[src/rtl/hd_pkg.sv]
// Shared hard-disk definitions. The disk model, the CPU decoder and the boot
// loader all use these, so they agree on word width, geometry and the halt word.
package hd_pkg;

  localparam int DATA_WIDTH      = 32;
  localparam int HD_TRILHAS_BITS = 4;
  localparam int HD_SETORES_BITS = 4;

  // An all-ones word marks the end of a boot program on disk.
  localparam logic [DATA_WIDTH-1:0] HALT_WORD = '1;

  typedef enum logic [1:0] {
    IDLE,
    READ,
    CAPTURE,
    DONE
  } loader_state_t;

endpackage

[src/rtl/hd_boot_loader.sv]
// Copies one hard-disk track, sector by sector, into instruction memory.
// The copy ends on the halt word or the last sector, then done pulses once.
module hd_boot_loader #(
  parameter int DATA_WIDTH      = hd_pkg::DATA_WIDTH,
  parameter int HD_TRILHAS_BITS = hd_pkg::HD_TRILHAS_BITS,
  parameter int HD_SETORES_BITS = hd_pkg::HD_SETORES_BITS,
  parameter int MEM_ADDR_BITS   = 10
) (
  input  logic                       clock,
  input  logic                       reset,
  input  logic                       start,
  input  logic [HD_TRILHAS_BITS-1:0] trilha_in,
  input  logic [MEM_ADDR_BITS-1:0]   mem_base,
  input  logic [DATA_WIDTH-1:0]      hdData,
  output logic [HD_TRILHAS_BITS-1:0] trilha,
  output logic [HD_SETORES_BITS-1:0] setor,
  output logic                       hdRead,
  output logic                       memWrite,
  output logic [MEM_ADDR_BITS-1:0]   memAddr,
  output logic [DATA_WIDTH-1:0]      memData,
  output logic                       busy,
  output logic                       done,
  output logic [HD_SETORES_BITS:0]   words_loaded
);
  import hd_pkg::*;

  loader_state_t state, stateNext;

  logic [MEM_ADDR_BITS-1:0] addr;
  logic [HD_SETORES_BITS:0] count;
  logic                     isHalt;
  logic                     lastSetor;

  assign isHalt    = &hdData;
  assign lastSetor = &setor;
  assign memAddr   = addr;
  assign memData   = hdData;

  always_ff @(posedge clock) begin
    if (reset) begin
      state        <= IDLE;
      trilha       <= '0;
      setor        <= '0;
      addr         <= '0;
      count        <= '0;
      words_loaded <= '0;
    end else begin
      state <= stateNext;
      case (state)
        IDLE: begin
          if (start) begin
            trilha <= trilha_in;
            setor  <= '0;
            addr   <= mem_base;
            count  <= '0;
          end
        end
        CAPTURE: begin
          count <= count + 1'b1;
          // On the final word setor and addr freeze, so setor never wraps.
          if (!isHalt && !lastSetor) begin
            setor <= setor + 1'b1;
            addr  <= addr + 1'b1;
          end
        end
        DONE:    words_loaded <= count;
        default: ;
      endcase
    end
  end

  always_comb begin
    stateNext = state;
    hdRead    = 1'b0;
    busy      = 1'b0;
    memWrite  = 1'b0;
    done      = 1'b0;
    case (state)
      IDLE: begin
        if (start) stateNext = READ;
      end
      READ: begin
        hdRead    = 1'b1;
        busy      = 1'b1;
        stateNext = CAPTURE;
      end
      CAPTURE: begin
        hdRead    = 1'b1;
        busy      = 1'b1;
        memWrite  = 1'b1;
        stateNext = (isHalt || lastSetor) ? DONE : READ;
      end
      DONE: begin
        done      = 1'b1;
        stateNext = IDLE;
      end
      default: stateNext = IDLE;
    endcase
    // A reset cycle must never write memory or signal completion.
    if (reset) begin
      hdRead   = 1'b0;
      busy     = 1'b0;
      memWrite = 1'b0;
      done     = 1'b0;
    end
  end

endmodule

[config.mk]
export PLATFORM = sky130hd
export DESIGN_NAME = hd_boot_loader
export DESIGN_NICKNAME = d
export VERILOG_FILES = /design/src/rtl/hd_pkg.sv /design/src/rtl/hd_boot_loader.sv
export SDC_FILE = /design/constraint.sdc
export NUM_CORES = 1
export LEC_CHECK = 0
export CORE_MARGIN = 2
export CORE_UTILIZATION = 60
export CTS_CLUSTER_SIZE = 10
export DETAILED_ROUTE_END_ITERATION = 7
export DONT_BUFFER_PORTS = 1
export GPL_TIMING_DRIVEN = 0
export MAX_ROUTING_LAYER = met4
export PLACE_DENSITY = 0.85
export SYNTH_ARGS = -nofsm -noshare
export SYNTH_HDL_FRONTEND = slang
export SYNTH_SLANG_ARGS = --single-unit
[constraint.sdc]
create_clock -name clock -period 2.1 [get_ports clock]
set_input_delay 0.42 -clock clock [delete_from_list [all_inputs] [get_ports clock]]
set_output_delay 0.42 -clock clock [all_outputs]
set_load 0.05 [all_outputs]
# --- Yosys cells after proc, flatten, opt, wreduce, memory -nomap -nowiden ---
# Cells that the tools add are included.
# W data, S select, Z words.
totals:
  output_inout_bits: 59
  ff_bits: 30
op_classes:
  n_eq_ne: 5
  n_mux: 17
  n_reduce_logical: 12
  n_addsub: 3
op_table:
  columns: ["op", "count"]
  rows:
  - ["$reduce_and A32 Y1", 1]
  - ["$mux W10", 2]
  - ["$pmux W10 S2", 1]
  - ["$add A10 B1 Y10 const B", 1]
  - ["$pmux W5 S2", 1]
  - ["$mux W4", 2]
  - ["$pmux W2 S4", 1]
  - ["$pmux W4 S2", 1]
  - ["$mux W1", 6]
  - ["$add A5 B1 Y5 const B", 1]
  - ["$mux W5", 1]
  - ["$add A4 B1 Y4 const B", 1]
  - ["$eq A2 B2 Y1 const B", 2]
  - ["$mux W2", 2]
  - ["$ne A2 B2 Y1 const B", 2]
  - ["$reduce_and A2 Y1", 2]
  - ["$reduce_and A4 Y1", 1]
  - ["$reduce_and A3 Y1", 1]
  - ["$eq A2 B1 Y1 const B", 1]
  - ["$logic_not A1 Y1", 2]
  - ["$logic_not A2 Y1", 1]
  - ["$reduce_bool A2 Y1", 1]
  - ["$reduce_or A2 Y1", 1]
  - ["$logic_and A1 B1 Y1", 1]
  - ["$logic_or A1 B1 Y1", 1]

# --- Logic depth before layout (Yosys ltp) ---
logic_depth:
  word_depth: 5
  ltp_mapped: 8
  depth_no_buf: 7

# --- Worst setup path before layout ---
# OpenSTA, ideal clock, no wires.
synth_path:
  path_kind: "register to output"
  from: "register state[1]"
  to: "output hdRead"
  n_path_buf: 1
  path_stages_with_launch: 5
  path_slack_ns: -0.073
  arrival_ns: 1.753
  path_cell_list: "dfxtp_1 -> inv_1 -> ha_1 -> nor2b_1 -> buf_4"
synth_between:
  elab_chain_len: 4
  elab_cells_between_ends: 5
  classes_between: "eq/ne: 2; mux: 2; reduce/logical: 1"
synth_lines:
  columns: ["item", "line", "rtl"]
  rows:
  - ["from (decl)", "hd_boot_loader.sv:27", "loader_state_t state, stateNext;"]
  - ["from (signal assigned)", "hd_boot_loader.sv:48", "state <= stateNext;"]
  - ["$eq A2 B2 Y1 or $eq A2 B1 Y1 (tied branches)", null, null]
  - ["$reduce_or A2 Y1 (no source line) (*)", null, null]
  - ["$mux W1 (*) (2 in series)", null, null]
  - ["to (decl)", "hd_boot_loader.sv:17", "output logic hdRead,"]
# Every way passes the cells marked *; elsewhere a longest branch is shown, timed or not.

# --- Final worst setup path ---
layout_path:
  from: "register state[0]"
  to: "output hdRead"
# The elaborated chain is that of the path after synthesis.

==> metrics.md <==
| Metric | Value |
|---|---|
| Most frequent cells in the layout | buf_4 (32), dfxtp_1 (20), nand2_1 (16) |
| Post-synth top area cell | dfxtp_1 |
| Num CTS Buffers | 5 |
| Antenna-violating nets left | 0 |
| Unrepaired setup endpoints after global routing | no |
| DRC errors left | 0 |
| Clk buf depth | 2 |
| Synth area leaders | dfxtp_1 (31%), buf_4 (13%), ha_1 (3.9%) |
| Vias | 1793 |
| Post-synthesis instance area | 1940 sq um |
| Register area share after synthesis | 0.309 |
| PwrDens | 902 nW/um^2 |
| Main synth FF type | dfxtp_1 |
| Avg WL per Cell | 17.5 um |
| Worst Path Max Fanout | 3 |
| Met2 Usage GRT | 0.475 |
| CTS tree | built |
| Final Hold Viols | 0 |
| Die area | 3710 sq um |
| Post-synth top area share | 0.309 |
| Worst setup skew after layout | 0.0157 ns |
| PortBufs | 0 |
| NetSw | 842 uW |
| Met3 Resource Use GR | 0.0597 |
| Hold_buf cts | 0 |
| Async SR Flop Fraction | 0 |
| Pint | 1.07 mW |
| Crit end category | output port |
| CP required | 1.68 ns |
| WS Path Type | reg2out |
| DRT Wirelength | 4960 um |
| Fin crit share | 0.965 |
| Least-Margin Pin Slew | 0.645 ns |
| Setup repair bufs after CTS | 0 |
| Setup TNS | 0 ns |
| Initial Utilization | 0.632 |
| Reg power frac | 0.459 |
| Clock root buffer | clkbuf_4 |
| Core ar. | 3080 sq um |
| Die X | 60.9 um |
| Largest net degree at the start of global routing | 11 |
| Final #Nets | 294 |
| Post-synth EDFFs | 0 |
| First-pass GRT wire length | 7310 um |
| Clk pwr share | 0.238 |
| Syn Inst Count | 233 |
| Area growth syn-to-layout | 9.01% |
| Number of global-route vias before repair | 1619 |
| Synth unique cells | 54 |
| Gpl congestion | 0.815 |
| Via density | 6.31 |
| Max Fclk | 0.493 GHz |
| Die Y-Extent | 60.9 um |
| Clock transition at the registers of the reported paths | 0.10 ns |
| Most used routing layer | met2 |
| Min cycle time layout | 2.03 ns |
| Setup crit start kind | register |
| Post-DP HPWL | 3730 um |
| Yosys warns | 0 |
| Aggregate global-route resource usage | 0.276 |
| Fraction of layout cells with a size suffix above 1 | 0.288 |
| Row cnt | 20 |
| WP data arrival | 1.61 ns |
| Layout Cell Area excl Fill | 2120 sq um |
| Outcome | complete, no violations |
| Drt first pass iters | 4 |
| Initial antenna violation count | 0 |
| H-tree levels | 2 |
| Syn Nets | 288 |
| Leak | 0.784 nW |
| Synth Register Bits | 30 |
| Max_cap viols | 0 |
| Pins over their slew limit | 0 |
| Logic gate share of total power | 0.303 |
| Total grt overflow | 0 |
| Commonest non-fill, non-tap cell in the layout | buf_4 |
| Placed cell areas | 2000 sq um |
| Worst vdd ir | 0.358 mV |
| Clk_lat worst skew | 0.33 ns |
| Slack of the worst reg-to-reg path | 0.18 ns |
| Ports | 108 |
| Tightest Hold Check Type | in2reg |
| Switch share | 0.440 |
| Grt met1 use | 0.319 |
| Ant. Diodes | 0 |
| Syn avg cell area | 8.34 sq um |
| Initial DRC count | 148 |
| CTS Sinks | 30 |
| Relative slew slack | 0.570 |
| Endpoints failing setup | 0 |
==> synth_stat cells (4+ instances only) <==
cell	count
dfxtp_1	30
nor3_1	10
ha_1	6
nand4_1	12
nand2_1	16
nand3_1	14
o211ai_1	4
a21oi_1	12
buf_4	33
nor2_1	17
o32ai_1	4
mux2i_1	7
nor2b_1	4
==> worst paths after layout <==
path / start / to / depth (start not counted)
setup / recovery: state[0]$_SDFFE_PP0P_ / hdRead / 4
hold / removal: trilha_in[2] / trilha[2]$_SDFFE_PP0P_ / 2
setup reg to reg: memAddr[0]$_SDFFE_PP0P_ / memAddr[8]$_SDFFE_PP0P_ / 5
hold reg to reg: state[1]$_SDFFE_PP0P_ / state[1]$_SDFFE_PP0P_ / 2
==> routing by layer <==
metal | up-vias | share of wire
met5 | - | 0
met4 | 0 | 0.015
met3 | 8 | 0.094
met2 | 120 | 0.52
met1 | 809 | 0.37
li1 | 856 | -
==> stage by stage <==
step                instances  total power, mW  setup slack, ns  hold slack, ns  utilization
finish                    284             1.91           0.0737           0.211        0.689
global route              284             1.99           0.0115           0.219        0.689
CTS                       285             1.90          0.00657           0.210        0.685
detailed placement        277             1.44         0.000368           0.536        0.651
global placement          277             1.43           0.0423           0.528        0.651
floorplan                 233             1.34            0.159           0.484            -
==> final cells by class <==
type                       instances  area (sq um)
multi-input combinational        156          1050
fill                             267           958
sequential                        30           613
buffer                            42           309
tap                               44          55.1
clock buffer                       7          45.0
clock inverter                     1          30.0
inverter                           4          17.5
==> power groups by stage <==
stage,logic [mW],clock network [mW],registers [mW]
after detailed placement,0.556,0,0.883
after CTS,0.570,0.462,0.872
after global placement,0.548,0,0.882
after global routing,0.623,0.480,0.889
final,0.578,0.455,0.878
after floorplan,0.477,0,0.863
==> worst max-delay path: stages (launching register included) <==
cell,delay (ns)
dfxtp_2,0.36
inv_1,0.07
ha_1,0.28
nor2b_4,0.35
buf_6,0.22
==> state kept, by name (all words and copies together), names as in the netlist <==
| name | count |
|---|---|
| memAddr | 10 |
| count | 5 |
| words_loaded | 5 |
| setor | 4 |
| trilha | 4 |
| state | 2 |
==> cell families (layout without fill, tap and decap cells) <==
logic type	after synthesis	count (layout)	share of synthesized area
AND/OR/NAND/NOR	92	92	0.251
AO/OA/AOI/OAI	49	49	0.190
buffers and inverters	47	54	0.167
flip-flops	30	30	0.309
multiplexers	7	7	0.0360
adder cells (fa/ha/maj)	6	6	0.0386
XOR/XNOR	2	2	0.00901
==> what timing repair did <==
action,in CTS,in global routing
setup endpoints to repair,4,9
resized for setup,10,12
pin swaps,1,1
No activity file was read; power rests on OpenSTA's default activity.
